$ cat config.mk
export PLATFORM = sky130hd
export DESIGN_NAME = debug_display
export DESIGN_NICKNAME = d
export VERILOG_FILES = /design/src/rtl/debug_display.sv
export SDC_FILE = /design/constraint.sdc
export NUM_CORES = 1
export LEC_CHECK = 0
export ABC_AREA = 1
export BUFFER_PORTS_ARGS = -buffer_cell sky130_fd_sc_hd__buf_2
export CORE_ASPECT_RATIO = 0.7
export CORE_UTILIZATION = 42
export CTS_CLUSTER_DIAMETER = 40
export CTS_CLUSTER_SIZE = 8
export DETAILED_ROUTE_END_ITERATION = 8
export PLACE_DENSITY = 0.72
export SLEW_MARGIN = 30
export SYNTH_ARGS = -nofsm -noshare
export SYNTH_HDL_FRONTEND = slang
export SYNTH_SLANG_ARGS = --single-unit
$ cat constraint.sdc
create_clock -name clk -period 2.07 [get_ports clk]
set_input_delay 0.414 -clock clk [delete_from_list [all_inputs] [get_ports clk]]
set_output_delay 0.414 -clock clk [all_outputs]
set_load 0.005 [all_outputs]
$ cat src/rtl/debug_display.sv
// Seven-segment debug display: snapshots one of NUM_CH debug channels and shows a
// NUM_DIGITS-nibble page of it, with manual/auto channel cycling, paging and freeze.
module displayconverter (
   input  logic [3:0] i_nib,
   output logic [6:0] o_seg
);
   // active-low segments, bit order gfedcba
   always_comb begin
      o_seg = 7'b1000000;
      case (i_nib)
         4'h0: o_seg = 7'b1000000;
         4'h1: o_seg = 7'b1111001;
         4'h2: o_seg = 7'b0100100;
         4'h3: o_seg = 7'b0110000;
         4'h4: o_seg = 7'b0011001;
         4'h5: o_seg = 7'b0010010;
         4'h6: o_seg = 7'b0000010;
         4'h7: o_seg = 7'b1111000;
         4'h8: o_seg = 7'b0000000;
         4'h9: o_seg = 7'b0010000;
         4'hA: o_seg = 7'b0001000;
         4'hB: o_seg = 7'b0000011;
         4'hC: o_seg = 7'b1000110;
         4'hD: o_seg = 7'b0100001;
         4'hE: o_seg = 7'b0000110;
         4'hF: o_seg = 7'b0001110;
         default: o_seg = 7'b1000000;
      endcase
   end
endmodule

module debug_display #(
   parameter  int NUM_DIGITS  = 6,
   parameter  int NUM_CH      = 4,
   parameter  int DATA_W      = 32,
   parameter  int CYCLE_TICKS = 50_000_000,
   localparam int PAGES       = (DATA_W + 4*NUM_DIGITS - 1) / (4*NUM_DIGITS),
   localparam int CH_W        = (NUM_CH > 1) ? $clog2(NUM_CH) : 1,
   localparam int PG_W        = (PAGES > 1) ? $clog2(PAGES) : 1
) (
   input  logic                     clk,
   input  logic                     rst,
   input  logic                     debug,
   input  logic [NUM_CH*DATA_W-1:0] ch_data,
   input  logic                     auto_mode,
   input  logic                     step,
   input  logic                     page_step,
   input  logic                     freeze,
   output logic [NUM_DIGITS*7-1:0]  segments,
   output logic [CH_W-1:0]          ch_sel,
   output logic [PG_W-1:0]          page
);
   localparam int WIN_W = NUM_DIGITS*4;
   localparam int PAD_W = PAGES*WIN_W;

   logic              r_step_s, r_step_p, r_pstep_s, r_pstep_p, r_auto_q;
   logic [31:0]       r_tick;
   logic [CH_W-1:0]   r_ch;
   logic [PG_W-1:0]   r_page;
   logic [DATA_W-1:0] r_snap;
   logic [NUM_DIGITS*7-1:0] r_seg;

   logic              w_step_edge, w_pstep_edge, w_adv;
   logic [31:0]       w_tick_nxt;
   logic [CH_W-1:0]   w_ch_nxt;
   logic [PG_W-1:0]   w_page_nxt;
   logic [DATA_W-1:0] w_sel;
   logic [PAD_W-1:0]  w_pad;
   logic [WIN_W-1:0]  w_win;
   logic [NUM_DIGITS*7-1:0] w_seg;

   assign w_step_edge  = r_step_s & ~r_step_p;
   assign w_pstep_edge = r_pstep_s & ~r_pstep_p;
   assign w_sel        = DATA_W'(ch_data >> (32'(r_ch) * DATA_W));

   always_comb begin
      w_adv      = 1'b0;
      w_tick_nxt = '0;
      if (auto_mode) begin
         // counter restarts on entry to auto mode so the first period is full length
         if (auto_mode == r_auto_q) begin
            if (r_tick == 32'(CYCLE_TICKS-1)) w_adv = 1'b1;
            else                              w_tick_nxt = r_tick + 32'd1;
         end
      end else begin
         w_adv = w_step_edge;
      end
      w_ch_nxt   = r_ch;
      w_page_nxt = r_page;
      if (w_adv) begin
         w_ch_nxt   = (r_ch == CH_W'(NUM_CH-1)) ? '0 : r_ch + 1'b1;
         w_page_nxt = '0;
      end else if (w_pstep_edge) begin
         w_page_nxt = (r_page == PG_W'(PAGES-1)) ? '0 : r_page + 1'b1;
      end
   end

   always_ff @(posedge clk or negedge rst) begin
      if (!rst) begin
         r_step_s  <= 1'b0;
         r_step_p  <= 1'b0;
         r_pstep_s <= 1'b0;
         r_pstep_p <= 1'b0;
         r_auto_q  <= 1'b0;
         r_tick    <= '0;
         r_ch      <= '0;
         r_page    <= '0;
         r_snap    <= '0;
      end else begin
         r_step_s  <= step;
         r_step_p  <= r_step_s;
         r_pstep_s <= page_step;
         r_pstep_p <= r_pstep_s;
         r_auto_q  <= auto_mode;
         if (!freeze) begin
            r_snap <= w_sel;
            r_tick <= w_tick_nxt;
            r_ch   <= w_ch_nxt;
            r_page <= w_page_nxt;
         end
      end
   end

   // nibbles past DATA_W fall into the zero padding
   assign w_pad = PAD_W'(r_snap);
   assign w_win = WIN_W'(w_pad >> (32'(r_page) * WIN_W));

   for (genvar d = 0; d < NUM_DIGITS; d++) begin : g_dig
      displayconverter u_conv (
         .i_nib (debug ? w_win[d*4 +: 4] : 4'h0),
         .o_seg (w_seg[d*7 +: 7])
      );
   end

   always_ff @(posedge clk or negedge rst) begin
      if (!rst) r_seg <= {NUM_DIGITS{7'b1000000}};
      else      r_seg <= w_seg;
   end

   assign segments = r_seg;
   assign ch_sel   = r_ch;
   assign page     = r_page;
endmodule

==> results of run 1 <==
power breakdown:
part	internal, mW	switching, mW
registers	2.96	0.315
logic	1.56	2.62
clock network	2.01	1.01
total	6.52	3.95
how the worst max path moves through the flow:
stage	cells past startpoint	start	endpoint
finish	9	page	segments[35]
global route	9	page	segments[21]
CTS	9	page	segments[35]
detailed placement	11	debug	segments[35]
global placement	11	debug	segments[35]
floorplan	10	page	segments[14]
logic make-up after synthesis:
family	Yosys count	share of synthesized area [%]
buf+inv	125	7.14
fa+ha+maj	38	6.71
xor+xnor	12	1.48
flops	114	40.4
simple gates	486	28.5
compound gates	204	15.8
synth_stat cells (2+ instances only):
| cell | number | area (um^2) |
|---|---|---|
| nand4_1 | 6 | 37.5 |
| buf_2 | 6 | 30.0 |
| a31oi_1 | 17 | 106 |
| o21ai_0 | 117 | 586 |
| o22ai_1 | 23 | 144 |
| o21a_1 | 3 | 22.5 |
| buf_4 | 2 | 15.0 |
| ha_1 | 38 | 475 |
| nor2_2 | 9 | 56.3 |
| o21ai_4 | 2 | 32.5 |
| inv_1 | 81 | 304 |
| nand3_1 | 40 | 200 |
| clkbuf_1 | 21 | 78.8 |
| xor2_1 | 11 | 96.3 |
| nand2_2 | 2 | 12.5 |
| a21boi_1 | 2 | 15.0 |
| nor3_1 | 5 | 25.0 |
| o211ai_1 | 2 | 15.0 |
| o21ai_1 | 11 | 55.1 |
| dfrtp_1 | 108 | 2700 |
| nor2_1 | 202 | 758 |
| nand2_1 | 212 | 796 |
| nor2_4 | 4 | 45.0 |
| o31ai_1 | 3 | 22.5 |
| dfstp_2 | 6 | 158 |
| a21oi_1 | 23 | 115 |
| inv_2 | 8 | 30.0 |
| nor2_8 | 2 | 40.0 |
| clkinv_2 | 3 | 15.0 |
| buf_6 | 2 | 22.5 |
critical path, stage by stage, from the launching register on:
cell,delay (ns)
dfrtp_2,0.48
nor2_4,0.17
inv_4,0.13
nor2_4,0.19
inv_1,0.11
ha_1,0.25
nand2_1,0.11
nand2_1,0.08
a21oi_1,0.11
o21ai_0,0.10
sequential cells by signal, summed over array words and instances, names as in the netlist:
register   flops
segments      42
r_tick        32
r_pstep_p      1
page           1
r_step_s       1
r_pstep_s      1
r_auto_q       1
ch_sel         2
r_snap        32
r_step_p       1
metrics by stage:
stage               utilization [%]  cells  setup slack, ns  cell area (um^2)  hold slack [ns]
finish                         54.6   1404            0.179              8950            0.111
global route                   54.6   1404           0.0298              8950           0.0903
CTS                            54.5   1403         0.000415              8940           0.0926
detailed placement             50.7   1371          0.00129              8310            0.376
global placement               50.7   1371            0.174              8310            0.373
floorplan                         -    979            0.225              7080            0.118
layer usage:
layer | vias to the layer above | global-route usage (%) | part of all wire [%] | wire length, um
li1 | 3539 | - | - | -
met1 | 3192 | 34.0 | 49 | 9200
met2 | 254 | 33.3 | 43 | 8140
met3 | 21 | 5.63 | 7.0 | 1330
met4 | 0 | 7.31 | 1.6 | 296
met5 | - | 0 | 0 | 0
cells in the final DEF (no fill, tap or decap), types with 6 or more instances in the layout:
cell type | Yosys | routed
ha_1 | 38 | 38
inv_1 | 81 | 81
nand4_1 | 6 | 6
o21ai_1 | 11 | 9
clkinv_2 | 3 | 6
buf_2 | 6 | 178
clkbuf_16 | 0 | 17
nor2_2 | 9 | 8
o21ai_0 | 117 | 117
xor2_1 | 11 | 11
dfstp_2 | 6 | 6
buf_4 | 2 | 17
inv_2 | 8 | 8
dfrtp_1 | 108 | 106
o22ai_1 | 23 | 23
a21oi_1 | 23 | 23
a31oi_1 | 17 | 17
nand3_1 | 40 | 40
nand2_1 | 212 | 212
nor2_1 | 202 | 202
cell type report:
| cell class | count | area share (%) |
|---|---|---|
| Antenna cell | 1 | 0.0279 |
| Multi-Input combinational cell | 740 | 41.7 |
| Sequential cell | 114 | 32.0 |
| Clock inverter | 9 | 1.44 |
| Timing Repair Buffer | 200 | 12.4 |
| Clock buffer | 22 | 5.41 |
| Tap cell | 225 | 3.14 |
| Inverter | 93 | 3.97 |
timing repair:
action / 4_1_cts / 5_1_grt
endpoints found under the setup margin: 0 / 15
hold buffers: 1 / 0
resized for setup: 0 / 4
hold endpoints to repair: 24 / 0
==> metrics.md, run 1 <==
| Metric | Value |
|---|---|
| Status | completed |
| Fillers | roughly 1.6k |
| Final setup violation count | 0 |
| Die height | 111 um |
| Critical Path AT | around 2.2 ns |
| Synthesized flop and latch total | between 100 and 150 |
| Tot Pwr | ~10 mW |
| CP Launch Type | flop |
| Bufs on Longest Clock Path | 2 |
| Clock skew | between 0.009 and 0.01 ns |
| First-pass GRT wire length | 31.7 mm |
| Clk root buf | clkbuf_16 |
| Worst R2R Start | page |
| TritonCTS Buffers | 17 |
| Drt drc | 0 |
| Clk_lat worst skew | 0.41 ns |
| Crit share post-route | between 90% and 100% |
| Routed vias/inst | 4.99 |
| Core Box Area | 0.0164 mm^2 |
| Cell Area, Synth | a little over 0.007 mm^2 |
| Nets | 1339 |
| Dpl hpwl | 14.4 mm |
| Max rail drop VDD | 0.000532 V |
| Unique masters post-synth | 38 |
| Final Wtd Congestion | 0.932 |
| Detailed Route WL | 19.0 mm |
| Row Count | 39 |
| Reg2Reg Depth | 9 |
| Hold EP | r_step_s |
| Endpoint class of the critical path | flop |
| Area growth from synthesis to layout | 26.4% |
| Sequential share of the synthesized area | slightly above 40% |
| R2r endpoint | segments[35] |
| Io pins | 180 |
| Slew @ Worst Pin | around 0.56 ns |
| Crit Path Category | flop to flop |
| Final hold violation count | 0 |
| RSZ-0062 raised after global routing | false |
| Relative slew margins | 62.4% |
| Starting Density | a little over two fifths |
| Power per cell area | 1170 mW/mm^2 |
| Final ANT Viol Nets | 0 |
| Post-CTS setup buffers | 0 |
| Reg2Reg Setup Slack | 0.18 ns |
| Area taken by flip-flops and latches | 0.00286 mm^2 |
| Hold wc startpoint | step |
| DIE AREA | between 0.015 and 0.02 mm^2 |
| Post-synth EDFFs | 0 |
| DR WL/cell | 13.5 um |
| Syn_nets | roughly 1.2k |
| DR vias | 7006 |
| Layout cells sized above 1 | 23.2% |
| Asr flop ratio synth | 100% |
| Mapped Cells | 979 |
| Max-Cap Viols | 0 |
| CTS tree | built |
| # clock sinks | approximately 110 |
| Syn_area_per_cell | 7.23 um^2 |
| Die Wd | 157 um |
| Crit-path max FO | 13 |
| Vias in the first global route | 6388 |
| H-Tree Level Count | 4 |
| Detailed Routing Iterations Pass 1 | 5 |
| Hold Crit Depth | 1 |
| Worst hold path class | input pin to flop |
| Yosys warns | 0 |
| Setup_tns | 0 ns |
| Remaining global-route overflow | 0 |
| Lkg Pwr | 4.42 nW |
| Initial antenna violation count | 1 |
| Final slew viol count | 0 |
| Req. time, crit path | 2.35 ns |
| Maximum clock rate | between 500 and 600 MHz |
| Multi-input combinational cell area | roughly 0.0037 mm^2 |
| IO Port Bufs | 179 |
| Worst-path clk slew | 0.05 ns |
| Largest net degree at the start of global routing | 69 |
| Total track usage | 23.2% |
| Dominant synthesized flop cell | dfrtp_1 |
| Crit path time final | 1.89 ns |
| DRT iter0 DRCs | 431 |
(Power assumes the default switching activity.)
==> run 2, diff against run 1 <==
--- a/config.mk
+++ b/config.mk
@@ -8,11 +8,11 @@
 export ABC_AREA = 1
 export BUFFER_PORTS_ARGS = -buffer_cell sky130_fd_sc_hd__buf_2
 export CORE_ASPECT_RATIO = 0.7
-export CORE_UTILIZATION = 42
+export CORE_UTILIZATION = 54
 export CTS_CLUSTER_DIAMETER = 40
 export CTS_CLUSTER_SIZE = 8
 export DETAILED_ROUTE_END_ITERATION = 8
-export PLACE_DENSITY = 0.72
+export PLACE_DENSITY = 0.87
 export SLEW_MARGIN = 30
 export SYNTH_ARGS = -nofsm -noshare
 export SYNTH_HDL_FRONTEND = slang
==> run 2 against run 1 <==
Net effect:
- design area fell by 1.6%
- count of clock-buffer cells in the layout down 2
- worst hold slack got worse by 0.0050 ns
- wire length increased by 2.8%
- non-clock buffer count fell by 3
- critical path depth unchanged
- sequential share of layout area is 0.54 points higher
- final cell count down 4.7%
- via count is 2.6% higher
- clock power shrank 7.6%
- highest routed layer unchanged
- flip-flop and latch count stayed put
==> metrics.md, run 2 (same netlist as run 1, synthesis figures left out) <==
| Metric | Value |
|---|---|
| Status | completed |
| Crit share post-route | 91.4% (about the same) |
| Detailed Routing Iterations Pass 1 | 7 (+2) |
| TritonCTS Buffers | 17 (unchanged) |
| DR vias | 7186 (+2.6%) |
| Switching Share | 39.1% (+1.4 points) |
| Core Box Area | 0.0126 mm^2 (-23%) |
| Multi-input combinational cell area | 0.00374 mm^2 (+0.20%) |
| Die Wd | 139 um (-12%) |
| Crit path time final | 1.89 ns (+0.00119 ns) |
| Relative slew margins | 71.2% (+8.8 points) |
| Maximum clock rate | 528 MHz (about the same) |
| Clock share of power | 27.0% (-1.9 points) |
| Max-Cap Viols | 0 (unchanged) |
| Drt drc | 0 (unchanged) |
| Clk_lat worst skew | 0.41 ns (about the same) |
| CP Launch Type | flop |
| CTS tree | built |
| Req. time, crit path | 2.35 ns (about the same) |
| Initial antenna violation count | 0 (-1) |
| H-Tree Level Count | 4 (unchanged) |
| Sequential power share | 31.9% (+0.7 points) |
| First-pass GRT wire length | 32.6 mm (+2.9%) |
| Crit Path Category | flop to flop |
| Layout Utilization | 69.9% (+15 points) |
| DRT iter0 DRCs | 526 (+22%) |
| Clock skew | 0.00532 ns (-0.00389 ns) |
| Area growth from synthesis to layout | 24.3% |
| Reg2Reg Setup Slack | 0.18 ns (about the same) |
| Slew @ Worst Pin | 0.431 ns (-0.132 ns) |
| Crit path capture | segments[14] |
| DR WL/cell | 14.6 um (+7.9%) |
| Critical Path AT | 2.17 ns (about the same) |
| Crit-path max FO | 13 (unchanged) |
| Endpoint class of the critical path | flop |
| CP startpoint | page |
| Final setup violation count | 0 (unchanged) |
| Worst hold path class | input pin to flop |
| Clk root buf | clkbuf_16 |
| Lkg Pwr | 4.39 nW (-0.77%) |
| Worst-path clk slew | 0.05 ns (about the same) |
| Largest net degree at the start of global routing | 69 (unchanged) |
| Post-CTS setup buffers | 0 (unchanged) |
| Layout cells sized above 1 | 23.0% (-0.13 points) |
| Most frequent cells in the layout | nand2_1, nor2_1, buf_2 |
| Routed vias/inst | 5.37 (+7.6%) |
| Final ANT Viol Nets | 0 (unchanged) |
| Diode count | 0 (-1) |
| Worst R2R Start | page |
| Final Wtd Congestion | 0.971 (+4.2%) |
| Detailed Route WL | 19.5 mm (+2.8%) |
| Most common cell after layout, fill and taps aside | nand2_1 |
| Nets | 1336 (-0.22%) |
| # clock sinks | 114 (unchanged) |
| Starting Density | 56.2% (+13 points) |
| Power per cell area | 1170 mW/mm^2 (+0.36%) |
| Gr busiest metal | met2 |
| Met3 Track Usage GR | 6.42% (+0.80 points) |
| Bufs on Longest Clock Path | 2 (unchanged) |
| Dpl hpwl | 14.2 mm (-1.1%) |
| RSZ-0062 raised after global routing | false |
| Area taken by flip-flops and latches | 0.00286 mm^2 (unchanged) |
| Int Power | 6.30 mW (-3.4%) |
| DIE AREA | 0.0136 mm^2 (-22%) |
| Die height | 97.8 um (-12%) |
| Remaining global-route overflow | 0 (unchanged) |
| Fillers | 995 (-37%) |
| Row Count | 34 (-13%) |
| Sw power | 4.04 mW (+2.3%) |
| Io pins | 180 (unchanged) |
| IO Port Bufs | 179 (unchanged) |
| Setup_tns | 0 ns (unchanged) |
| Final slew viol count | 0 (unchanged) |
| Grt met2 use | 48.6% (+15 points) |
| Max rail drop VDD | 0.000651 V (+22%) |
| Logic pwr share | 41.2% (+1.3 points) |
| Met1 usage | 40.5% (+6.5 points) |
| Tot Pwr | 10.3 mW (-1.3%) |
| Vias in the first global route | 6803 (+6.5%) |
| R2r endpoint | segments[14] |
| Final hold violation count | 0 (unchanged) |
| Largest register FFs | 42 (unchanged) |
| Reg2Reg Depth | 9 (unchanged) |
| Total track usage | 30.0% (+6.8 points) |
==> run 2: timing repair <==
| action | CTS | global route |
|---|---|---|
| endpoints found under the setup margin | 1 | 14 |
| endpoints found under the hold margin | 6 | 0 |
| hold buffers | 1 | 0 |
| resized for setup | 1 | 5 |
==> run 2: cell type report <==
| class | count | area share (%) |
|---|---|---|
| multi-input cells | 740 | 42.4 |
| clock inverters | 12 | 1.31 |
| repair buffers | 197 | 12.3 |
| flip-flops and latches | 114 | 32.5 |
| clock buffers | 20 | 5.07 |
| well taps | 162 | 2.30 |
| inverters | 93 | 4.04 |
==> run 2: worst min path at each step <==
stage,endpoint,slack (ns),cells after the start,start
CTS,r_pstep_s,0.1,1,page_step
floorplan,ch_sel[0],0.12,0,rst
global placement,segments[28],0.25,1,rst
detailed placement,segments[31],0.26,1,rst
finish,r_pstep_s,0.11,1,page_step
global route,r_pstep_s,0.09,1,page_step
==> run 2: metal layers <==
layer | up-vias | share of wire, % | routed length (um)
met2 | 310 | 47 | 9110
li1 | 3539 | - | -
met5 | - | 0 | 0
met1 | 3310 | 45 | 8860
met4 | 0 | 1.2 | 228
met3 | 27 | 6.7 | 1300
==> run 2: stage by stage <==
step | cell area, um^2 | setup slack, ns | hold WS, ns | std cells
2_1_floorplan | 7080 | 0.225 | 0.118 | 979
6_report | 8810 | 0.178 | 0.106 | 1338
4_1_cts | 8790 | 0.0257 | 0.0995 | 1338
5_1_grt | 8810 | 0.0526 | 0.0926 | 1338
3_3_place_gp | 8210 | 0.157 | 0.255 | 1305
3_5_place_dp | 8210 | 0.0704 | 0.255 | 1305
==> run 2: power by group through the flow <==
stage	Sequential (mW)	Clock, mW	Combinational (mW)
6_report	3.29	2.79	4.25
5_1_grt	3.36	2.91	4.81
4_1_cts	3.28	2.81	4.19
3_5_place_dp	3.31	0	4.12
3_3_place_gp	3.28	0	4.01
2_1_floorplan	3.31	0	2.68
==> run 2: worst max-delay path, cell delays in order (launching register included) <==
cell	delay, ns
dfrtp_2	0.48
nor2_4	0.17
inv_4	0.14
nor2_2	0.23
inv_1	0.12
ha_1	0.24
nand2_1	0.09
nand2_1	0.07
a21oi_1	0.16
a31oi_1	0.06
